===== config.mk =====
export PLATFORM = sky130hd
export DESIGN_NAME = reload_down_timer
export DESIGN_NICKNAME = d
export VERILOG_FILES = /design/src/rtl/reload_down_timer.sv
export SDC_FILE = /design/constraint.sdc
export NUM_CORES = 1
export LEC_CHECK = 0
export CORE_MARGIN = 10
export CORE_UTILIZATION = 39
export DETAILED_ROUTE_END_ITERATION = 8
export GPL_TIMING_DRIVEN = 0
export SLEW_MARGIN = 20
export SYNTH_ARGS = -nofsm -noshare
export SYNTH_HDL_FRONTEND = slang
export SYNTH_SLANG_ARGS = --single-unit

===== constraint.sdc =====
create_clock -name Clk -period 3.5 [get_ports Clk]
set_input_delay 0.7 -clock Clk [delete_from_list [all_inputs] [get_ports Clk]]
set_output_delay 0.7 -clock Clk [all_outputs]
set_load 0.005 [all_outputs]

===== src/rtl/reload_down_timer.sv =====
// Reloadable down-counter timer with one-shot and auto-reload (periodic) modes.
// A reload register is written by load_i; start_i copies it into the count.
// The count decrements once per enabled tick. Reaching the terminal event
// either stops the timer in DONE or reloads it and keeps it running.
module reload_down_timer #(
    parameter int unsigned BUS_WIDTH = 8
) (
    input  logic                 Clk,
    input  logic                 Rst,
    input  logic                 start_i,
    input  logic                 stop_i,
    input  logic                 load_i,
    input  logic [BUS_WIDTH-1:0] data_i,
    input  logic                 e_i,
    input  logic                 auto_i,
    input  logic                 ack_i,
    output logic [BUS_WIDTH-1:0] count_o,
    output logic                 busy_o,
    output logic                 done_o,
    output logic                 tc_o
);

    typedef enum logic [1:0] {
        ST_IDLE = 2'd0,
        ST_RUN  = 2'd1,
        ST_DONE = 2'd2
    } state_t;

    state_t               state_q;
    state_t               state_d;
    logic [BUS_WIDTH-1:0] reload_q;
    logic [BUS_WIDTH-1:0] reload_d;
    logic [BUS_WIDTH-1:0] count_d;
    logic [BUS_WIDTH-1:0] eff_reload;
    logic                 tc_d;

    // A load in the same cycle as a start or reload takes effect immediately.
    assign eff_reload = load_i ? data_i : reload_q;

    // Next-state, next-count and terminal-count decode.
    always_comb begin
        state_d  = state_q;
        count_d  = count_o;
        reload_d = load_i ? data_i : reload_q;
        tc_d     = 1'b0;

        case (state_q)
            ST_IDLE: begin
                if (start_i) begin
                    if (eff_reload == '0) begin
                        state_d = ST_DONE;
                        count_d = '0;
                        tc_d    = 1'b1;
                    end else begin
                        state_d = ST_RUN;
                        count_d = eff_reload;
                    end
                end else if (load_i) begin
                    count_d = data_i;
                end
            end

            ST_RUN: begin
                if (stop_i) begin
                    state_d = ST_IDLE;
                end else if (e_i) begin
                    if (count_o <= BUS_WIDTH'(1)) begin
                        tc_d = 1'b1;
                        // A zero reload cannot sustain a period, so it ends the run.
                        if (auto_i && (eff_reload != '0)) begin
                            count_d = eff_reload;
                        end else begin
                            count_d = '0;
                            state_d = ST_DONE;
                        end
                    end else begin
                        count_d = count_o - BUS_WIDTH'(1);
                    end
                end
            end

            ST_DONE: begin
                count_d = '0;
                if (ack_i) begin
                    state_d = ST_IDLE;
                end
            end

            default: begin
                state_d = ST_IDLE;
                count_d = '0;
            end
        endcase
    end

    // State, reload and registered outputs; reset suppresses any pending pulse.
    always_ff @(posedge Clk) begin
        if (Rst) begin
            state_q  <= ST_IDLE;
            reload_q <= '0;
            count_o  <= '0;
            busy_o   <= 1'b0;
            done_o   <= 1'b0;
            tc_o     <= 1'b0;
        end else begin
            state_q  <= state_d;
            reload_q <= reload_d;
            count_o  <= count_d;
            busy_o   <= (state_d == ST_RUN);
            done_o   <= (state_d == ST_DONE);
            tc_o     <= tc_d;
        end
    end

endmodule


== Word-level counts from Yosys, hierarchy flattened ==
Index checks and enable logic that the tools add are counted.

* Bits of input ports: 16
* Word-level logic and storage cells: 43
* Bits in registers: 21

* Reduce and logical (&&, ||, !) cells: 5
* Mux-type cells: 23
* $add $sub $neg: 1
* Order comparisons: 1
* Equality and inequality tests: 7

{| class="wikitable"
|+ Operators by type and width
! cell !! number
|-
| two-way mux 8 bit || 8
|-
| one-hot mux 8 bit (2 select lines) || 1
|-
| two-way mux 2 bit || 7
|-
| <= comparator 8 x 1 -> 1 bit, second input constant || 1
|-
| logical NOT 8 bit || 1
|-
| nonzero test 8 bit || 1
|-
| subtractor 8 x 1 -> 8 bit, second input constant || 1
|-
| one-hot mux 2 bit (3 select lines) || 1
|-
| two-way mux 1 bit || 5
|-
| equality test 2 x 1 -> 1 bit, second input constant || 2
|-
| equality test 2 bit, second input constant || 2
|-
| != test 2 bit, second input constant || 2
|-
| != test 3 bit, second input constant || 1
|-
| AND reduction 3 bit || 1
|-
| logical NOT 2 bit || 1
|-
| one-hot mux 1 bit (2 select lines) || 1
|-
| logical AND 1 bit || 1
|}

== Depth between registers and ports, before layout ==
Gate-level depths: netlist of the first run.

* Depth after elaboration: 9
* Mapped depth: 7
* Mapped depth without buffers: 7

== Worst setup path after synthesis of the first run ==
Ideal clock, no wire load.

* Path kind: input to register
* Start: in load_i
* End: reg count_o[5]
* Path buffers: 2
* Arrival time: 2.038 ns
* Setup time: 0.130 ns
* Cell stages on the path: 5
* Slack: 1.332 ns
* Cell sequence: buf_1 o32a_1 clkbuf_1 mux2i_1 o22ai_1

* Word-level cells in the longest chain between the ends: 8
* Elaborated cells between the ends (all ways): 13

{| class="wikitable"
|+ Ends and longest elaborated chain
! what !! line !! RTL
|-
| start: declaration || 12 || <nowiki>input logic load_i,</nowiki>
|-
| two-way mux 8 bit || - ||
|-
| nonzero test 8 bit || 70 || <nowiki>if (auto_i && (eff_reload != '0)) begin</nowiki>
|-
| logical AND 1 bit || 70 ||
|-
| two-way mux 8 bit || 70 ||
|-
| two-way mux 8 bit || 67 || <nowiki>if (count_o <= BUS_WIDTH'(1)) begin</nowiki>
|-
| two-way mux 8 bit || 66 || <nowiki>end else if (e_i) begin</nowiki>
|-
| two-way mux 8 bit || 64 || <nowiki>if (stop_i) begin</nowiki>
|-
| one-hot mux 8 bit (2 select lines) || 47 || <nowiki>case (state_q)</nowiki>
|-
| end signal: assignment || 108 || <nowiki>count_o <= count_d;</nowiki>
|-
| end: declaration || 17 || <nowiki>output logic [BUS_WIDTH-1:0] count_o,</nowiki>
|}

Several ways; a longest one is shown, not always the timed one. The select of a mux whose other input is x is not followed.
A chain may end at the register's enable or synchronous reset.

== Final worst setup path of the first run ==
Ends and elaborated chain as after synthesis.

==> results of run 1 <==
[power by group through the flow]
stage / sequential, µW / clock [µW] / combinational (µW)
floorplan: 304 / 0 / 238
global placement: 309 / 0 / 348
detailed placement: 309 / 0 / 350
CTS: 305 / 130 / 352
global route: 312 / 142 / 387
finish: 305 / 126 / 351
[worst max-delay path by stage]
stage	from	endpoint	depth (start not counted)
2_1_floorplan	load_i	count_o[5]	5
3_3_place_gp	load_i	count_o[5]	6
5_1_grt	load_i	count_o[2]	6
6_report	load_i	count_o[5]	6
4_1_cts	load_i	count_o[5]	6
3_5_place_dp	load_i	count_o[5]	6
[cells by family (layout without fill, tap and decap cells)]
| logic type | Yosys count | in the layout | share of synthesized area, % |
|---|---|---|---|
| AOI/OAI and AO/OA | 39 | 39 | 21.71 |
| adders and majority gates | 2 | 2 | 1.921 |
| xor gates and xnor gates | 3 | 3 | 2.018 |
| DFF | 21 | 21 | 32.28 |
| muxes | 19 | 19 | 14.79 |
| and+or+nand+nor | 58 | 58 | 23.82 |
| buffers and inverters | 12 | 42 | 3.458 |
[registers in the layout, indices dropped and copies added, names as in the netlist]
| signal | count |
|---|---|
| count_o | 8 |
| busy_o | 1 |
| done_o | 1 |
| reload_q | 8 |
| tc_o | 1 |
| state_q | 2 |
[stage by stage]
step	setup slack [ps]	cells	hold WS [ps]	total power (µW)
floorplan	1332	154	496.7	541.7
global placement	305.2	224	541.3	657.3
detailed placement	288.4	224	558.0	659.0
CTS	622.9	228	590.8	786.5
global route	492.6	228	632.9	840.8
finish	622.6	228	581.8	782.6
[cell type report]
class | instances | share of cell area, %
multi-input cells | 121 | 50.87
flip-flops and latches | 21 | 25.55
repair buffers | 26 | 15.82
well taps | 44 | 3.346
plain buffers | 7 | 1.597
clock buffers | 3 | 1.369
inverters | 5 | 1.141
clock inverters | 1 | 0.3042
[cells in the mapped netlist, drive strengths merged]
cell type	n	area share, %
nor4b	1	0.67
clkbuf	6	1.7
mux2	2	1.7
nor2	21	6.1
o41ai	1	0.67
or3	1	0.48
a21oi	11	4.2
o22ai	1	0.48
inv	5	1.4
a32oi	1	0.67
o221ai	1	0.67
or4	2	1.4
or4b	2	1.5
nor3	10	3.8
buf	1	0.29
o2111ai	1	0.67
dfxtp	21	32
a211oi	3	1.7
nor4	2	2.1
a31oi	1	0.48
o21ai	4	1.5
a2111oi	1	0.67
nand2b	2	0.96
nor2b	4	1.9
mux2i	17	13
ha	2	1.9
xnor2	3	2.0
nor3b	1	0.58
nand2	11	3.7
a22oi	1	0.58
o22a	1	0.67
or2	1	0.48
o221a	5	4.3
o21a	5	2.9
o32a	1	0.77
a311oi	1	0.67
[critical path, stage by stage]
cell and delay [ps]:
sky130_fd_sc_hd__clkdlybuf4s50_1 520, sky130_fd_sc_hd__buf_1 540, sky130_fd_sc_hd__o32a_1 480, sky130_fd_sc_hd__clkbuf_1 470, sky130_fd_sc_hd__mux2i_1 250, sky130_fd_sc_hd__o22ai_1 100
[metal layers]
layer | routed length, µm | share of wire [%] | track usage [%] | vias up
li1 | - | - | - | 630
met1 | 1607 | 42 | 15.23 | 592
met2 | 1768 | 47 | 19.73 | 53
met3 | 342 | 9.0 | 4.032 | 10
met4 | 70 | 1.8 | 4.745 | 0
met5 | 0 | 0 | 0 | -
==> report_table.html, run 1 <==
<table>
<tr><th>Metric</th><th>Value</th></tr>
<tr><th colspan="2">Power</th></tr>
<tr><td>Internal power summed over all cells</td><td>487.9 µW</td></tr>
<tr><td>Combinational share of power</td><td>44.9%</td></tr>
<tr><td>Portion of total power attributed to the clock network</td><td>16.1%</td></tr>
<tr><td>Pwr Density</td><td>475.6 mW/mm²</td></tr>
<tr><td>Sequential group share of total power</td><td>39.0%</td></tr>
<tr><td>Leakage dissipation</td><td>0.0006545 µW</td></tr>
<tr><td>Net switching power</td><td>294.7 µW</td></tr>
<tr><td>Fraction of power spent switching nets</td><td>37.66%</td></tr>
<tr><td>Worst-case vdd ir drop</td><td>0.2440 mV</td></tr>
<tr><th colspan="2">Finish</th></tr>
<tr><td>Count of filler cells inserted in the layout</td><td>326</td></tr>
<tr><td>Total area of multi-input combinational cells</td><td>837.1 µm²</td></tr>
<tr><td>Final core area utilization</td><td>52.60%</td></tr>
<tr><td>Proportion of layout cells with a drive suffix above 1</td><td>9.239%</td></tr>
<tr><td>Most frequent cells in the layout</td><td>26 x sky130_fd_sc_hd__clkdlybuf4s50_1, 21 x sky130_fd_sc_hd__nor2_1, 21 x sky130_fd_sc_hd__dfxtp_1, 17 x sky130_fd_sc_hd__mux2i_1, 11 x sky130_fd_sc_hd__a21oi_1</td></tr>
<tr><td>Layout Nets</td><td>203</td></tr>
<tr><td>Storage cell area</td><td>420.4 µm²</td></tr>
<tr><td>Number of antenna repair diodes</td><td>0</td></tr>
<tr><td>Area growth from synthesis to layout</td><td>26.32%</td></tr>
<tr><td>Leading cell type in the layout, fill and taps excluded</td><td>sky130_fd_sc_hd__clkdlybuf4s50_1</td></tr>
<tr><td>Area of all placed cells without fillers</td><td>0.001645 mm²</td></tr>
<tr><th colspan="2">Place</th></tr>
<tr><td>Final estimated routing congestion in global placement</td><td>0.8823</td></tr>
<tr><td>Post-DP HPWL</td><td>2884 µm</td></tr>
<tr><td>Count of input and output buffers</td><td>26</td></tr>
<tr><td>Cell area after placement</td><td>0.001618 mm²</td></tr>
<tr><th colspan="2">Critical path</th></tr>
<tr><td>Data arrival, critical path</td><td>3070 ps</td></tr>
<tr><td>Critical Path Source Type</td><td>primary input</td></tr>
<tr><td>Worst setup path category</td><td>in -&gt; reg</td></tr>
<tr><td>Endpoint kind of the worst setup timing path</td><td>register</td></tr>
<tr><td>Required time of the critical path</td><td>3690 ps</td></tr>
<tr><td>Destination of the worst register-to-register timing path</td><td>count_o[5]</td></tr>
<tr><td>Worst flop-to-flop path startpoint</td><td>count_o[0]</td></tr>
<tr><td>Worst Reg2Reg Path Length in Cells</td><td>7</td></tr>
<tr><td>Reg2Reg Setup Slack</td><td>1080 ps</td></tr>
<tr><td>Maximum fanout along the worst path</td><td>10</td></tr>
<tr><th colspan="2">Min path</th></tr>
<tr><td>Type of the most critical hold path</td><td>reg -&gt; reg</td></tr>
<tr><td>Min-Delay Startpoint</td><td>reload_q[4]</td></tr>
<tr><td>Worst-case hold path end point</td><td>reload_q[4]</td></tr>
<tr><td>Cells on Worst Hold Path</td><td>2</td></tr>
<tr><th colspan="2">Yosys</th></tr>
<tr><td>Total of flip-flops plus latches after synthesis</td><td>21</td></tr>
<tr><td>Average cell area after synthesis</td><td>8.458 µm²</td></tr>
<tr><td>Cell Area, Synth</td><td>0.001302 mm²</td></tr>
<tr><td>Sequential share of the synthesized area</td><td>32.28%</td></tr>
<tr><td>Yosys warnings</td><td>0</td></tr>
<tr><td>Post-Syn Nets</td><td>172</td></tr>
<tr><td>Synthesized instance count</td><td>154</td></tr>
<tr><td>Distinct cell type count of the synthesized netlist</td><td>39</td></tr>
<tr><th colspan="2">Route</th></tr>
<tr><td>DRC violation count after routing</td><td>0</td></tr>
<tr><td>Vias per inst</td><td>5.636</td></tr>
<tr><td>Antenna-violating nets left</td><td>0</td></tr>
<tr><td>Length of the first detailed-routing pass in iterations</td><td>4</td></tr>
<tr><td>Vias after detailed routing</td><td>1285</td></tr>
<tr><td>DRT Wirelength</td><td>3789 µm</td></tr>
<tr><td>Drt initial violations</td><td>148</td></tr>
<tr><td>Routed len/inst</td><td>16.62 µm</td></tr>
<tr><th colspan="2">Die</th></tr>
<tr><td>Starting Density</td><td>41.64%</td></tr>
<tr><td>Die extent in y</td><td>77.79 µm</td></tr>
<tr><td>Standard cell core area</td><td>0.003128 mm²</td></tr>
<tr><td>Die area</td><td>0.006051 mm²</td></tr>
<tr><td>Count of standard-cell rows</td><td>20</td></tr>
<tr><td>Boundary Pins</td><td>27</td></tr>
<tr><td>Die Wd</td><td>77.79 µm</td></tr>
<tr><th colspan="2">CTS</th></tr>
<tr><td>TritonCTS clock tree</td><td>done</td></tr>
<tr><td>H-tree levels</td><td>1</td></tr>
<tr><td>CTS resizes</td><td>0</td></tr>
<tr><td>Clk_lat worst skew</td><td>310 ps</td></tr>
<tr><td>Hold Buf Count CTS</td><td>0</td></tr>
<tr><td>Clock transition at the registers of the reported paths</td><td>130 ps</td></tr>
<tr><td>Clk sink count</td><td>21</td></tr>
<tr><td>TritonCTS buffer count</td><td>3</td></tr>
<tr><td>Post-CTS setup buffer count</td><td>0</td></tr>
<tr><td>Root Buffer</td><td>sky130_fd_sc_hd__clkbuf_4</td></tr>
<tr><td>Largest buffer count on any clock path</td><td>2</td></tr>
<tr><th colspan="2">STA</th></tr>
<tr><td>Share of the cycle needed by the critical path after routing</td><td>82.21%</td></tr>
<tr><td>Final critical delay including setup and external delays</td><td>2877 ps</td></tr>
<tr><td>Highest clock rate</td><td>0.3475 GHz</td></tr>
<tr><td>RSZ-0062 raised after global routing</td><td>no</td></tr>
<tr><td>Setup total negative slack</td><td>0 ps</td></tr>
<tr><td>Worst slew margin</td><td>54.70%</td></tr>
<tr><td>Count of endpoints failing hold in the final timing report</td><td>0</td></tr>
<tr><td>Final Setup Violations</td><td>0</td></tr>
<tr><td>Actual slew at the worst max-slew pin</td><td>679.5 ps</td></tr>
<tr><td>Final-report max-slew violation count</td><td>0</td></tr>
<tr><td>Skew final</td><td>3.726 ps</td></tr>
<tr><th colspan="2">Status</th></tr>
<tr><td>Status</td><td>finished, final reports clean</td></tr>
<tr><th colspan="2">Global routing</th></tr>
<tr><td>Overall overflow remaining after global route</td><td>0</td></tr>
<tr><td>Pin count of the biggest net entering global routing</td><td>13</td></tr>
<tr><td>Initial antenna violation count</td><td>0</td></tr>
<tr><td>Via count of the first global-routing pass</td><td>1326</td></tr>
<tr><td>Wire length of the first global-routing pass</td><td>6230 µm</td></tr>
<tr><td>Total routing resource utilization after global routing</td><td>12.44%</td></tr>
<tr><th colspan="2">Run</th></tr>
<tr><td>Max-cap viol count</td><td>0</td></tr>
</table>
No activity file was read; power rests on OpenSTA's default activity.
==> run 2: changes to the inputs <==
Settings changed: PLACE_DENSITY set to 0.66.
Clock period 3.5 ns to 2.49 ns, I/O delays scaled along.
==> run 2 against run 1 <==
Net effect:
- die area did not move
- critical path depth did not move
- final area rose by 0.15%
- count of clock-buffer cells in the layout is 1 higher
- sequential share of layout area hardly changed
- setup slack got worse by 510 ps
- largest cell class unchanged
- core utilization rose by 0.080 points
- final cell count unchanged
- register-to-register slack lost 950 ps
- non-clock buffer count did not move
- sequential power rose by 40%
- combinational power rose by 44%
==> report_table.html, run 2 (same netlist as run 1, synthesis figures left out) <==
<table>
<tr><th>Metric</th><th>Value</th></tr>
<tr><th colspan="2">Status</th></tr>
<tr><td>Status</td><td>finished, final reports clean</td></tr>
<tr><th colspan="2">STA</th></tr>
<tr><td>Actual slew at the worst max-slew pin</td><td>651.0 ps</td></tr>
<tr><td>Share of the cycle needed by the critical path after routing</td><td>95.59%</td></tr>
<tr><td>RSZ-0062 raised after global routing</td><td>no</td></tr>
<tr><td>Final critical delay including setup and external delays</td><td>2380 ps</td></tr>
<tr><td>Count of endpoints failing hold in the final timing report</td><td>0</td></tr>
<tr><td>Final-report max-slew violation count</td><td>0</td></tr>
<tr><td>Final Setup Violations</td><td>0</td></tr>
<tr><td>Highest clock rate</td><td>0.4201 GHz</td></tr>
<tr><td>Skew final</td><td>9.586 ps</td></tr>
<tr><td>Worst slew margin</td><td>56.28%</td></tr>
<tr><td>Post-layout worst setup margin</td><td>109.9 ps</td></tr>
<tr><th colspan="2">Critical path</th></tr>
<tr><td>Worst setup endpoint</td><td>count_o[5]</td></tr>
<tr><td>Worst Reg2Reg Path Length in Cells</td><td>5</td></tr>
<tr><td>Worst flop-to-flop path startpoint</td><td>count_o[2]</td></tr>
<tr><td>Critical Path Source Type</td><td>primary input</td></tr>
<tr><td>Required time of the critical path</td><td>2670 ps</td></tr>
<tr><td>Worst setup path start</td><td>load_i</td></tr>
<tr><td>Crit-path slowest cell</td><td>sky130_fd_sc_hd__clkdlybuf4s50_1</td></tr>
<tr><td>Endpoint kind of the worst setup timing path</td><td>register</td></tr>
<tr><td>Critical path cell sequence</td><td>clkdlybuf4s50_1 &gt; buf_2 &gt; o32a_1 &gt; clkbuf_1 &gt; mux2i_1 &gt; o22ai_1</td></tr>
<tr><td>Maximum fanout along the worst path</td><td>10</td></tr>
<tr><td>Reg2Reg Setup Slack</td><td>130 ps</td></tr>
<tr><td>Data arrival, critical path</td><td>2560 ps</td></tr>
<tr><td>Slowest stage delay, CP</td><td>530 ps</td></tr>
<tr><td>Worst setup path category</td><td>in -&gt; reg</td></tr>
<tr><td>Destination of the worst register-to-register timing path</td><td>count_o[4]</td></tr>
<tr><th colspan="2">Finish</th></tr>
<tr><td>Area growth from synthesis to layout</td><td>26.51%</td></tr>
<tr><td>Proportion of layout cells with a drive suffix above 1</td><td>9.783%</td></tr>
<tr><td>Area of all placed cells without fillers</td><td>0.001648 mm²</td></tr>
<tr><td>Storage cell area</td><td>420.4 µm²</td></tr>
<tr><td>Number of antenna repair diodes</td><td>0</td></tr>
<tr><td>Count of filler cells inserted in the layout</td><td>319</td></tr>
<tr><td>Total area of multi-input combinational cells</td><td>839.6 µm²</td></tr>
<tr><td>Most frequent cells in the layout</td><td>26 x sky130_fd_sc_hd__clkdlybuf4s50_1, 21 x sky130_fd_sc_hd__dfxtp_1, 20 x sky130_fd_sc_hd__nor2_1, 17 x sky130_fd_sc_hd__mux2i_1, 11 x sky130_fd_sc_hd__a21oi_1</td></tr>
<tr><td>Final core area utilization</td><td>52.68%</td></tr>
<tr><td>Leading cell type in the layout, fill and taps excluded</td><td>sky130_fd_sc_hd__clkdlybuf4s50_1</td></tr>
<tr><td>Layout Nets</td><td>203</td></tr>
<tr><td>Largest registers in the final layout</td><td>count_o: 8 flops, reload_q: 8 flops, state_q: 2 flops</td></tr>
<tr><th colspan="2">Power</th></tr>
<tr><td>Sequential group share of total power</td><td>39.0%</td></tr>
<tr><td>Internal power summed over all cells</td><td>690.6 µW</td></tr>
<tr><td>Fraction of power spent switching nets</td><td>37.09%</td></tr>
<tr><td>Combinational share of power</td><td>46.0%</td></tr>
<tr><td>Portion of total power attributed to the clock network</td><td>15.0%</td></tr>
<tr><td>Net switching power</td><td>407.1 µW</td></tr>
<tr><td>Worst-case vdd ir drop</td><td>0.3732 mV</td></tr>
<tr><td>Pwr Density</td><td>666.2 mW/mm²</td></tr>
<tr><td>Leakage dissipation</td><td>0.0006544 µW</td></tr>
<tr><th colspan="2">Die</th></tr>
<tr><td>Standard cell core area</td><td>0.003128 mm²</td></tr>
<tr><td>Die extent in y</td><td>77.79 µm</td></tr>
<tr><td>Starting Density</td><td>41.64%</td></tr>
<tr><td>Boundary Pins</td><td>27</td></tr>
<tr><td>Die area</td><td>0.006051 mm²</td></tr>
<tr><td>Die Wd</td><td>77.79 µm</td></tr>
<tr><td>Count of standard-cell rows</td><td>20</td></tr>
<tr><th colspan="2">CTS</th></tr>
<tr><td>Root Buffer</td><td>sky130_fd_sc_hd__clkbuf_4</td></tr>
<tr><td>Hold Buf Count CTS</td><td>0</td></tr>
<tr><td>Clk sink count</td><td>21</td></tr>
<tr><td>TritonCTS clock tree</td><td>done</td></tr>
<tr><td>TritonCTS buffer count</td><td>3</td></tr>
<tr><td>Clk_lat worst skew</td><td>300 ps</td></tr>
<tr><td>Post-CTS setup buffer count</td><td>0</td></tr>
<tr><td>Clock transition at the registers of the reported paths</td><td>110 ps</td></tr>
<tr><td>H-tree levels</td><td>1</td></tr>
<tr><td>CTS resizes</td><td>1</td></tr>
<tr><td>Largest buffer count on any clock path</td><td>2</td></tr>
<tr><th colspan="2">Global routing</th></tr>
<tr><td>Pin count of the biggest net entering global routing</td><td>12</td></tr>
<tr><td>Overall overflow remaining after global route</td><td>0</td></tr>
<tr><td>Via count of the first global-routing pass</td><td>1255</td></tr>
<tr><td>Initial antenna violation count</td><td>0</td></tr>
<tr><td>Wire length of the first global-routing pass</td><td>6141 µm</td></tr>
<tr><td>Total routing resource utilization after global routing</td><td>12.34%</td></tr>
<tr><th colspan="2">Route</th></tr>
<tr><td>Length of the first detailed-routing pass in iterations</td><td>4</td></tr>
<tr><td>Top Layer Used</td><td>met4</td></tr>
<tr><td>Drt initial violations</td><td>123</td></tr>
<tr><td>Routed len/inst</td><td>16.39 µm</td></tr>
<tr><td>Met3 layer wire length in the routed design</td><td>242 µm</td></tr>
<tr><td>Antenna-violating nets left</td><td>0</td></tr>
<tr><td>DRC violation count after routing</td><td>0</td></tr>
<tr><td>Vias per inst</td><td>5.724</td></tr>
<tr><td>DRT met1 WL</td><td>1707 µm</td></tr>
<tr><td>DRT Wirelength</td><td>3738 µm</td></tr>
<tr><td>WL met2</td><td>1743 µm</td></tr>
<tr><td>Vias after detailed routing</td><td>1305</td></tr>
<tr><th colspan="2">Place</th></tr>
<tr><td>Final estimated routing congestion in global placement</td><td>0.9099</td></tr>
<tr><td>Place WS</td><td>-470.5 ps</td></tr>
<tr><td>Count of input and output buffers</td><td>26</td></tr>
<tr><td>Post-DP HPWL</td><td>2873 µm</td></tr>
<tr><td>Cell area after placement</td><td>0.001618 mm²</td></tr>
<tr><th colspan="2">Min path</th></tr>
<tr><td>Type of the most critical hold path</td><td>reg -&gt; reg</td></tr>
<tr><th colspan="2">Run</th></tr>
<tr><td>Max-cap viol count</td><td>0</td></tr>
</table>
[run 2: area by class of cell]
type                    instances  share of cell area [%]
plain buffers                   7                   1.670
clock buffers                   4                   1.595
inverters                       5                   1.139
multi-input cells             121                   50.95
flip-flops and latches         21                   25.51
well taps                      44                   3.341
repair buffers                 26                   15.79
[run 2: power groups by stage]
stage               Combinational (µW)  Sequential, µW  Clock (µW)
global placement                   488             433           0
detailed placement                 497             436           0
finish                             505             428         165
floorplan                          335             427           0
CTS                                502             428         170
global route                       557             436         183
[run 2: critical path, delay by kind of cell]
family | cells | cell delay (ps)
compound gates | 2 | 490
buf+inv | 3 | 1330
mux | 1 | 240
[run 2: worst min-delay path by stage]
stage                           start     endpoint  slack (ps)  cells past startpoint
final                     reload_q[3]  reload_q[3]         570                      2
after global routing      reload_q[2]  reload_q[2]         610                      2
after CTS                 reload_q[3]  reload_q[3]         570                      2
after detailed placement  reload_q[3]  reload_q[3]         540                      2
after global placement    reload_q[0]  reload_q[0]         530                      2
after floorplan           reload_q[4]  reload_q[4]         500                      2
[run 2: stage by stage]
step | total power [µW] | hold slack [ps] | setup TNS [ps] | cells
finish | 1098 | 566.5 | 0 | 228
global route | 1176 | 605.7 | 0 | 228
CTS | 1099 | 571.7 | 0 | 228
detailed placement | 932.2 | 543.8 | -3113 | 224
global placement | 921.4 | 533.4 | -2926 | 224
floorplan | 761.4 | 496.7 | 0 | 154
[run 2: layer usage]
metal  vias up  track usage [%]
met4         0            2.737
met3         4            3.687
li1        635                -
met1       624            14.88
met5         -                0
met2        42            20.98
